### src/rtl/img_proc_pkg.sv
// Shared types and defaults for the image-processing pipeline blocks.
// Holds the window sequencer state encoding and window geometry helpers.
package img_proc_pkg;

  typedef enum logic [1:0] {
    IDLE   = 2'd0,
    FILL   = 2'd1,
    STREAM = 2'd2,
    DONE   = 2'd3
  } seq_state_t;

  localparam int DEF_IMG_WIDTH  = 512;
  localparam int DEF_IMG_HEIGHT = 512;
  localparam int DEF_PIXEL_W    = 8;
  localparam int WIN_TAPS       = 9;
  localparam int WIN_EDGE       = 2;

  // A 3x3 window ending at (row, col) lies fully inside the image only past the first two rows/cols.
  function automatic logic win_in_image(input int unsigned row, input int unsigned col);
    return (row >= 32'(WIN_EDGE)) && (col >= 32'(WIN_EDGE));
  endfunction

endpackage

### src/rtl/pixel_pos_counter.sv
// Raster position counter: tracks row/column of each accepted pixel,
// wrapping column into row and row back to zero at the end of the frame.
module pixel_pos_counter
  import img_proc_pkg::*;
#(
  parameter int IMG_WIDTH  = DEF_IMG_WIDTH,
  parameter int IMG_HEIGHT = DEF_IMG_HEIGHT,
  localparam int ROW_W = $clog2(IMG_HEIGHT),
  localparam int COL_W = $clog2(IMG_WIDTH)
) (
  input  logic             clk,
  input  logic             rst,
  input  logic             clr,
  input  logic             en,
  output logic [ROW_W-1:0] row,
  output logic [COL_W-1:0] col,
  output logic             last_pixel
);

  localparam logic [ROW_W-1:0] ROW_LAST = ROW_W'(IMG_HEIGHT - 1);
  localparam logic [COL_W-1:0] COL_LAST = COL_W'(IMG_WIDTH - 1);

  logic [ROW_W-1:0] row_r;
  logic [COL_W-1:0] col_r;

  // Position register: clear has priority over advance.
  always_ff @(posedge clk or posedge rst) begin
    if (rst) begin
      row_r <= '0;
      col_r <= '0;
    end else if (clr) begin
      row_r <= '0;
      col_r <= '0;
    end else if (en) begin
      if (col_r == COL_LAST) begin
        col_r <= '0;
        row_r <= (row_r == ROW_LAST) ? '0 : row_r + ROW_W'(1);
      end else begin
        col_r <= col_r + COL_W'(1);
      end
    end
  end

  assign row        = row_r;
  assign col        = col_r;
  assign last_pixel = (row_r == ROW_LAST) && (col_r == COL_LAST);

endmodule

### src/rtl/window_sequencer.sv
// Frame sequencer for the 3x3 line buffer: gates the pixel stream, qualifies
// in-image windows and raises a level end-of-frame interrupt.
module window_sequencer
  import img_proc_pkg::*;
#(
  parameter int IMG_WIDTH  = DEF_IMG_WIDTH,
  parameter int IMG_HEIGHT = DEF_IMG_HEIGHT,
  parameter int PIXEL_W    = DEF_PIXEL_W,
  localparam int ROW_W = $clog2(IMG_HEIGHT),
  localparam int COL_W = $clog2(IMG_WIDTH)
) (
  input  logic               clk,
  input  logic               rst,
  input  logic               start,
  input  logic               intr_clr,
  input  logic [PIXEL_W-1:0] s_pixel_data,
  input  logic               s_pixel_valid,
  output logic               s_pixel_ready,
  input  logic               m_ready,
  output logic [PIXEL_W-1:0] wg_pixel_input,
  output logic               wg_input_pixel_valid,
  output logic               wg_clear,
  output logic               win_valid,
  output logic [ROW_W-1:0]   win_row,
  output logic [COL_W-1:0]   win_col,
  output logic               busy,
  output logic               output_intr
);

  seq_state_t       state_r, state_next_s;
  logic             wg_clear_r;
  logic             win_valid_r;
  logic [ROW_W-1:0] win_row_r;
  logic [COL_W-1:0] win_col_r;
  logic             busy_r;
  logic             intr_r, intr_next_s;
  logic             start_acc_s;
  logic             ready_s;
  logic             xfer_s;
  logic             first_win_s;
  logic [ROW_W-1:0] row_s;
  logic [COL_W-1:0] col_s;
  logic             last_pixel_s;

  pixel_pos_counter #(
    .IMG_WIDTH  (IMG_WIDTH),
    .IMG_HEIGHT (IMG_HEIGHT)
  ) u_pos (
    .clk        (clk),
    .rst        (rst),
    .clr        (start_acc_s),
    .en         (xfer_s),
    .row        (row_s),
    .col        (col_s),
    .last_pixel (last_pixel_s)
  );

  // The flush cycle must not shift a pixel into the buffer being cleared.
  always_comb begin
    ready_s = 1'b0;
    if ((state_r == FILL) || (state_r == STREAM)) begin
      ready_s = m_ready && !wg_clear_r;
    end else begin
      ready_s = 1'b0;
    end
  end

  assign xfer_s      = s_pixel_valid && ready_s;
  assign first_win_s = (row_s == ROW_W'(2)) && (col_s == COL_W'(2));

  // Next-state, start acceptance and interrupt update.
  always_comb begin
    state_next_s = state_r;
    start_acc_s  = 1'b0;
    intr_next_s  = intr_r;
    case (state_r)
      IDLE: begin
        if (start) begin
          state_next_s = FILL;
          start_acc_s  = 1'b1;
        end else begin
          state_next_s = IDLE;
        end
      end
      FILL: begin
        if (xfer_s && last_pixel_s) begin
          state_next_s = DONE;
          intr_next_s  = 1'b1;
        end else if (xfer_s && first_win_s) begin
          state_next_s = STREAM;
        end else begin
          state_next_s = FILL;
        end
      end
      STREAM: begin
        if (xfer_s && last_pixel_s) begin
          state_next_s = DONE;
          intr_next_s  = 1'b1;
        end else begin
          state_next_s = STREAM;
        end
      end
      DONE: begin
        if (start) begin
          state_next_s = FILL;
          start_acc_s  = 1'b1;
          intr_next_s  = 1'b0;
        end else if (intr_clr) begin
          state_next_s = IDLE;
          intr_next_s  = 1'b0;
        end else begin
          state_next_s = DONE;
        end
      end
      default: begin
        state_next_s = IDLE;
        intr_next_s  = 1'b0;
      end
    endcase
  end

  // State and registered outputs; window tags share the line buffer's one-cycle latency.
  always_ff @(posedge clk or posedge rst) begin
    if (rst) begin
      state_r     <= IDLE;
      wg_clear_r  <= 1'b0;
      win_valid_r <= 1'b0;
      win_row_r   <= '0;
      win_col_r   <= '0;
      busy_r      <= 1'b0;
      intr_r      <= 1'b0;
    end else begin
      state_r     <= state_next_s;
      wg_clear_r  <= start_acc_s;
      win_valid_r <= xfer_s && win_in_image(32'(row_s), 32'(col_s));
      busy_r      <= (state_next_s == FILL) || (state_next_s == STREAM);
      intr_r      <= intr_next_s;
      if (xfer_s) begin
        win_row_r <= row_s;
        win_col_r <= col_s;
      end
    end
  end

  assign s_pixel_ready        = ready_s;
  assign wg_pixel_input       = s_pixel_data;
  assign wg_input_pixel_valid = xfer_s;
  assign wg_clear             = wg_clear_r;
  assign win_valid            = win_valid_r;
  assign win_row              = win_row_r;
  assign win_col              = win_col_r;
  assign busy                 = busy_r;
  assign output_intr          = intr_r;

endmodule

### config.mk
export PLATFORM = sky130hd
export DESIGN_NAME = window_sequencer
export DESIGN_NICKNAME = d
export VERILOG_FILES = /design/src/rtl/img_proc_pkg.sv /design/src/rtl/pixel_pos_counter.sv /design/src/rtl/window_sequencer.sv
export SDC_FILE = /design/constraint.sdc
export NUM_CORES = 1
export LEC_CHECK = 0
export ABC_AREA = 1
export CAP_MARGIN = 20
export CORE_ASPECT_RATIO = 1.1
export CORE_MARGIN = 2
export CORE_UTILIZATION = 40
export DETAILED_ROUTE_END_ITERATION = 10
export MAX_ROUTING_LAYER = met4
export PLACE_DENSITY_LB_ADDON = 0.1
export SLEW_MARGIN = 30
export SYNTH_ARGS = -nofsm -noshare
export SYNTH_HDL_FRONTEND = slang
export SYNTH_SLANG_ARGS = --single-unit
export TNS_END_PERCENT = 10
### constraint.sdc
create_clock -name clk -period 2.06 [get_ports clk]
set_input_delay 0.412 -clock clk [delete_from_list [all_inputs] [get_ports clk]]
set_output_delay 0.412 -clock clk [all_outputs]
set_load 0.01 [all_outputs]
# Yosys cells after proc, flatten, opt, wreduce, memory -nomap -nowiden
# Cells that the tools add are included.
word_totals:
  in_bits: 14
  word_cells: 64
  register_bits: 42
op_classes:
  n_lt_le_gt_ge: 2
  n_reduce_logical: 19
  n_addsub: 2
  eq_ne: 11
  muxes: 21
op_table:
  columns: ["operator", "n"]
  rows:
  - ["$mux W9", 7]
  - ["$add A9 B1 Y9 const B", 2]
  - ["$eq A9 B2 Y1 const B", 2]
  - ["$eq A9 B9 Y1 const B", 2]
  - ["$ge A9 B2 Y1 const B", 2]
  - ["$logic_and A1 B1 Y1", 8]
  - ["$mux W1", 8]
  - ["$mux W2", 4]
  - ["$pmux W2 S4", 1]
  - ["$eq A2 B2 Y1 const B", 3]
  - ["$reduce_bool A2 Y1", 3]
  - ["$eq A2 B1 Y1 const B", 2]
  - ["$reduce_or A2 Y1", 2]
  - ["$ne A3 B3 Y1 const B", 1]
  - ["$reduce_and A3 Y1", 1]
  - ["$logic_not A2 Y1", 1]
  - ["$logic_or A1 B1 Y1", 2]
  - ["$ne A2 B1 Y1 const B", 1]
  - ["$pmux W1 S2", 1]
  - ["$reduce_and A2 Y1", 1]
  - ["$logic_not A1 Y1", 1]

# Logic depth before layout (Yosys ltp)
logic_depth:
  depth_word: 10
  depth_mapped: 13
  mapped_depth_nobuf: 13

# Hierarchy
# From an unflattened synthesis, not the netlist that was laid out.
hier_totals:
  cells_unflattened: 278
  hier_area_um2: 2230.9
by_module_without_submodules:
  columns: ["mod", "area_per_inst_um2", "instances", "cells_each", "seq_area_each_um2"]
  rows:
  - ["window_sequencer", 1211.2, 1, 148, 600.6]
  - ["pixel_pos_counter", 1019.7, 1, 130, 450.4]

# Least setup slack after synthesis
# OpenSTA, ideal clock, no wires.
synth_timing:
  kind: "reg-to-reg"
  from: "register u_pos.col_r[1], in the netlist u_pos.col[1]"
  to: "register busy_r, in the netlist busy"
  setup_time_ps: 117
  setup_slack_ps: 219
  path_stages_with_launch: 14
  period_less_slack_ps: 1841
  arrival_time_ps: 1724
  n_path_buf: 0
  cell_sequence: "dfrtp_1 ha_1 nand3_1 nor3_1 nand2_1 nor2_1 ha_1 nand3_1 nand2_1 nand2_1 nand2_1 nand2_1 nand3_1 nand2_1"
synth_via:
  elab_chain_cells: 8
  elab_cells_between_ends: 13
  classes_between: "eq/ne (4); mux (4); reduce/logical (5)"
synth_lines:
  columns: ["element", "line", "source"]
  rows:
  - ["from (decl)", "pixel_pos_counter.sv:24", "logic [COL_W-1:0] col_r;"]
  - ["from (signal assigned)", "pixel_pos_counter.sv:39", "col_r <= col_r + COL_W'(1);"]
  - ["$eq A9 B2 Y1", "window_sequencer.sv:69", "assign first_win_s = (row_s == ROW_W'(2)) && (col_s == COL_W'(2));"]
  - ["$logic_and A1 B1 Y1", "window_sequencer.sv:69", null]
  - ["$logic_and A1 B1 Y1", "window_sequencer.sv:89", "end else if (xfer_s && first_win_s) begin"]
  - ["$mux W2", "window_sequencer.sv:89", null]
  - ["$mux W2", "window_sequencer.sv:86", "if (xfer_s && last_pixel_s) begin"]
  - ["$pmux W2 S4 (*)", "window_sequencer.sv:76", "case (state_r)"]
  - ["$eq A2 B1 Y1 or $eq A2 B2 Y1 (tied branches)", "window_sequencer.sv:136", "busy_r <= (state_next_s == FILL) || (state_next_s == STREAM);"]
  - ["$logic_or A1 B1 Y1 (*)", "window_sequencer.sv:136", null]
  - ["to (signal assigned)", "window_sequencer.sv:136", null]
  - ["to (decl)", "window_sequencer.sv:35", "logic busy_r;"]
# Mark *: on every way between the ends. The rest lies on a longest branch, timed or not.
# A chain may end at the register's enable or synchronous reset.

# Final worst setup path
layout_timing:
  from: "register u_pos.col_r[1], in the netlist u_pos.col[1]"
  to: "register u_pos.row_r[6], in the netlist u_pos.row[6]"
layout_via:
  elab_chain_cells: 3
layout_lines:
  columns: ["element", "line", "source"]
  rows:
  - ["$eq A9 B9 Y1", "pixel_pos_counter.sv:35", "if (col_r == COL_LAST) begin"]
  - ["$reduce_bool A2 Y1 (no line)", null, null]
  - ["$reduce_and A2 Y1 (no line)", null, null]
  - ["to (signal assigned)", "pixel_pos_counter.sv:37", "row_r <= (row_r == ROW_LAST) ? '0 : row_r + ROW_W'(1);"]
  - ["to (decl)", "pixel_pos_counter.sv:23", "logic [ROW_W-1:0] row_r;"]
# Every way passes these cells.

==> impl_metrics.yaml <==
place:
  port-buffer-count: 29
  hpwl_microns: 3230
  gp_congestion: 0.797
detailed_routing:
  postRouteAntennaNets: 0
  wl_per_cell_microns: 11.9
  vias_per_cell: 4.73
  via_count: 1766
  drc_errors: 0
  drtIter0Drc: 102
  wl_microns: 4450
  drt_pass1_iterations: 4
floorplan:
  dieHeight_microns: 81.4
  dieArea_sq_um: 6050
  ios: 46
  die_x_microns: 74.4
  coreArea_sq_um: 5330
  initial_utilization: 0.409
  rows: 28
setup_path:
  crit_type: "reg2reg"
  cp-end-kind: "register"
  crit_path_max_fanout: 15
  worstSetupStartpointType: "register"
  crit_required_ns: 2.30
  cp-startpoint: "u_pos.col[1]"
  reg2reg_from: "u_pos.col[1]"
  crit_arrival_ns: 2.18
timing:
  hold_viol_final: 0
  min_period_over_period: 0.942
  period_minus_slack_ns: 1.94
  skew_ns: 0.00880
  max-slew-margin-rel: 0.727
  setup_tns_ns: 0
  timing.fmax_ghz: 0.515
  slew_viol_final: 0
  setup_viol: 0
  worst_slew_pin_slew_ns: 0.407
logic_synthesis:
  synth.distinct_cells: 29
  ys_top_cells_by_area: "dfrtp_1 (48%), nand2_1 (8.4%), o21ai_0 (7.6%), inv_1 (6.0%), ha_1 (5.7%)"
  synth-compound-area-share: 0.123
  synth_warnings: 0
  synth_top_family_by_area: "simple AND/OR/NAND/NOR gates"
  synth_fa_ha_area_frac: 0.0574
  yosys.area.top_type: "dfrtp_1"
  syn_area_sq_um: 2180
  synth_top_area_frac: 0.482
  synth_xor_area_frac: 0.00402
  synth-simple-area-share: 0.231
  syn-num-nets: 280
  synth_seq_cells: 42
  muxShareOfSynthArea: 0
  ys_seq_area_frac: 0.482
  syn-instance-count: 256
  synth.avg_cell_area_sq_um: 8.51
power:
  power_density_nw_per_um2: 1260
  total_power_mw: 3.55
  ir_drop_v: 0.000616
  p_leak_nw: 1.28
cts:
  ctsHoldBuffers: 0
  cts_tree: "yes"
  clk_pin_slew_worst_paths_ns: 0.08
  cts_sinks: 42
  clockBufferDepth: 2
  cts_made_buffers: 5
  cts.htree.levels: 2
  insertion_delay_ns: 0.29
  cts_root_buffer: "clkbuf_8"
finish:
  drive_above_1_share: 0.161
  layout_common_cells: "nand2_1 (47), dfrtp_1 (42), inv_1 (35), o21ai_0 (33), clkdlybuf4s50_1 (27)"
  diodes: 0
  final_common_cell: "nand2_1"
  fill_cells: 538
  multi_input_area_sq_um: 980
  final_util: 0.527
  syn2layout_area_growth_pct: 28.8
  final_net_count: 322
  regArea_sq_um: 1050
run_status:
  status: "finished, final reports clean"
global_route:
  grt_pass1_wl_microns: 7310
  overflow: 0
  antenna_found_initial: 0
  track_usage: 0.164
  grt_max_degree: 43
  grt_pass1_vias: 1632
run:
  maxCapViolations: 0
worst_hold_path:
  min_path_type: "in2async"
## synthesized netlist by cell type
| library cell | count |
|---|---|
| ha_1 | 10 |
| clkbuf_1 | 3 |
| a31oi_1 | 1 |
| a22o_1 | 1 |
| and2_1 | 1 |
| o21ai_4 | 1 |
| nand2_4 | 1 |
| xor2_1 | 1 |
| nand2_2 | 2 |
| a21oi_2 | 1 |
| buf_4 | 8 |
| a21oi_1 | 7 |
| o22ai_1 | 2 |
| nor3_4 | 1 |
| nand2_8 | 1 |
| buf_6 | 1 |
| nand2_1 | 49 |
| nand3_1 | 13 |
| nor2_4 | 2 |
| a22oi_1 | 1 |
| a2bb2oi_1 | 1 |
| nand4_1 | 6 |
| inv_1 | 35 |
| nor2_1 | 23 |
| o21ai_0 | 33 |
| inv_4 | 1 |
| nor3_1 | 7 |
| dfrtp_1 | 42 |
| nand3b_1 | 1 |
## flip-flops by register name, indices dropped and copies added, names as in the netlist
| name | flops |
|---|---|
| win_col | 9 |
| win_valid | 1 |
| busy | 1 |
| wg_clear | 1 |
| win_row | 9 |
| u_pos.row | 9 |
| state_r | 2 |
| output_intr | 1 |
| u_pos.col | 9 |
## through the flow
| stage | hold slack [ns] | instance area (sq um) | setup WS, ns | instances |
|---|---|---|---|---|
| global placement | 0.466 | 2580 | -0.0210 | 360 |
| detailed placement | 0.469 | 2580 | -0.0294 | 360 |
| global route | 0.499 | 2810 | -0.0313 | 373 |
| finish | 0.479 | 2810 | 0.119 | 373 |
| CTS | 0.480 | 2710 | 0.00519 | 367 |
| floorplan | 0.456 | 2180 | 0.219 | 256 |
## metal layers
layer / track usage / vias to the layer above / share of wire
met5: - / - / 0
met4: 0.0643 / 0 / 0.0083
met3: 0.0347 / 6 / 0.030
met2: 0.263 / 28 / 0.50
met1: 0.201 / 828 / 0.47
li1: - / 904 / -
## cell families after synthesis
| family | count (synthesis) |
|---|---|
| AO/OA/AOI/OAI | 48 |
| flip-flops | 42 |
| buffers and inverters | 48 |
| adder cells (fa/ha/maj) | 10 |
| XOR/XNOR | 1 |
| AND/OR/NAND/NOR | 107 |
## cell type report
cell class	instances	area share
inverter	36	0.0490
timing repair buffer	47	0.154
tap	75	0.0334
sequential	42	0.374
clock inverter	1	0.0107
clock buffer	6	0.0294
multi-input combinational	166	0.349
## critical path, stage by stage (launching register included)
cell,delay [ns]
dfrtp_1,0.40
ha_4,0.17
nand3_2,0.09
nor3_2,0.20
nand2_1,0.09
nor2_1,0.12
ha_2,0.26
o21ai_4,0.11
inv_4,0.14
nand2_1,0.07
a22o_1,0.18
inv_1,0.05
## what timing repair did
| action | CTS | global route |
|---|---|---|
| pin swaps | 0 | 7 |
| gates resized for setup | 3 | 15 |
| setup buffers | 0 | 6 |
| setup endpoints to repair | 2 | 19 |
## final timing paths
check	end	slack [ns]	depth (start not counted)
max	u_pos.row[6]	0.12	11
min	win_row[2]	0.48	3
max reg2reg	u_pos.row[6]	0.12	11
min reg2reg	win_col[2]	0.48	2
max in group asynchronous	output_intr	1.38	3
min in group clk	win_col[2]	0.48	2
## report_power, final
part	total, mW	switching, mW	internal, mW	leakage [nW]
clock network	0.656	0.269	0.388	0.0573
registers	1.37	0.227	1.14	0.528
logic	1.53	0.788	0.738	0.699
Note: power is estimated with default switching activity, not from simulation.
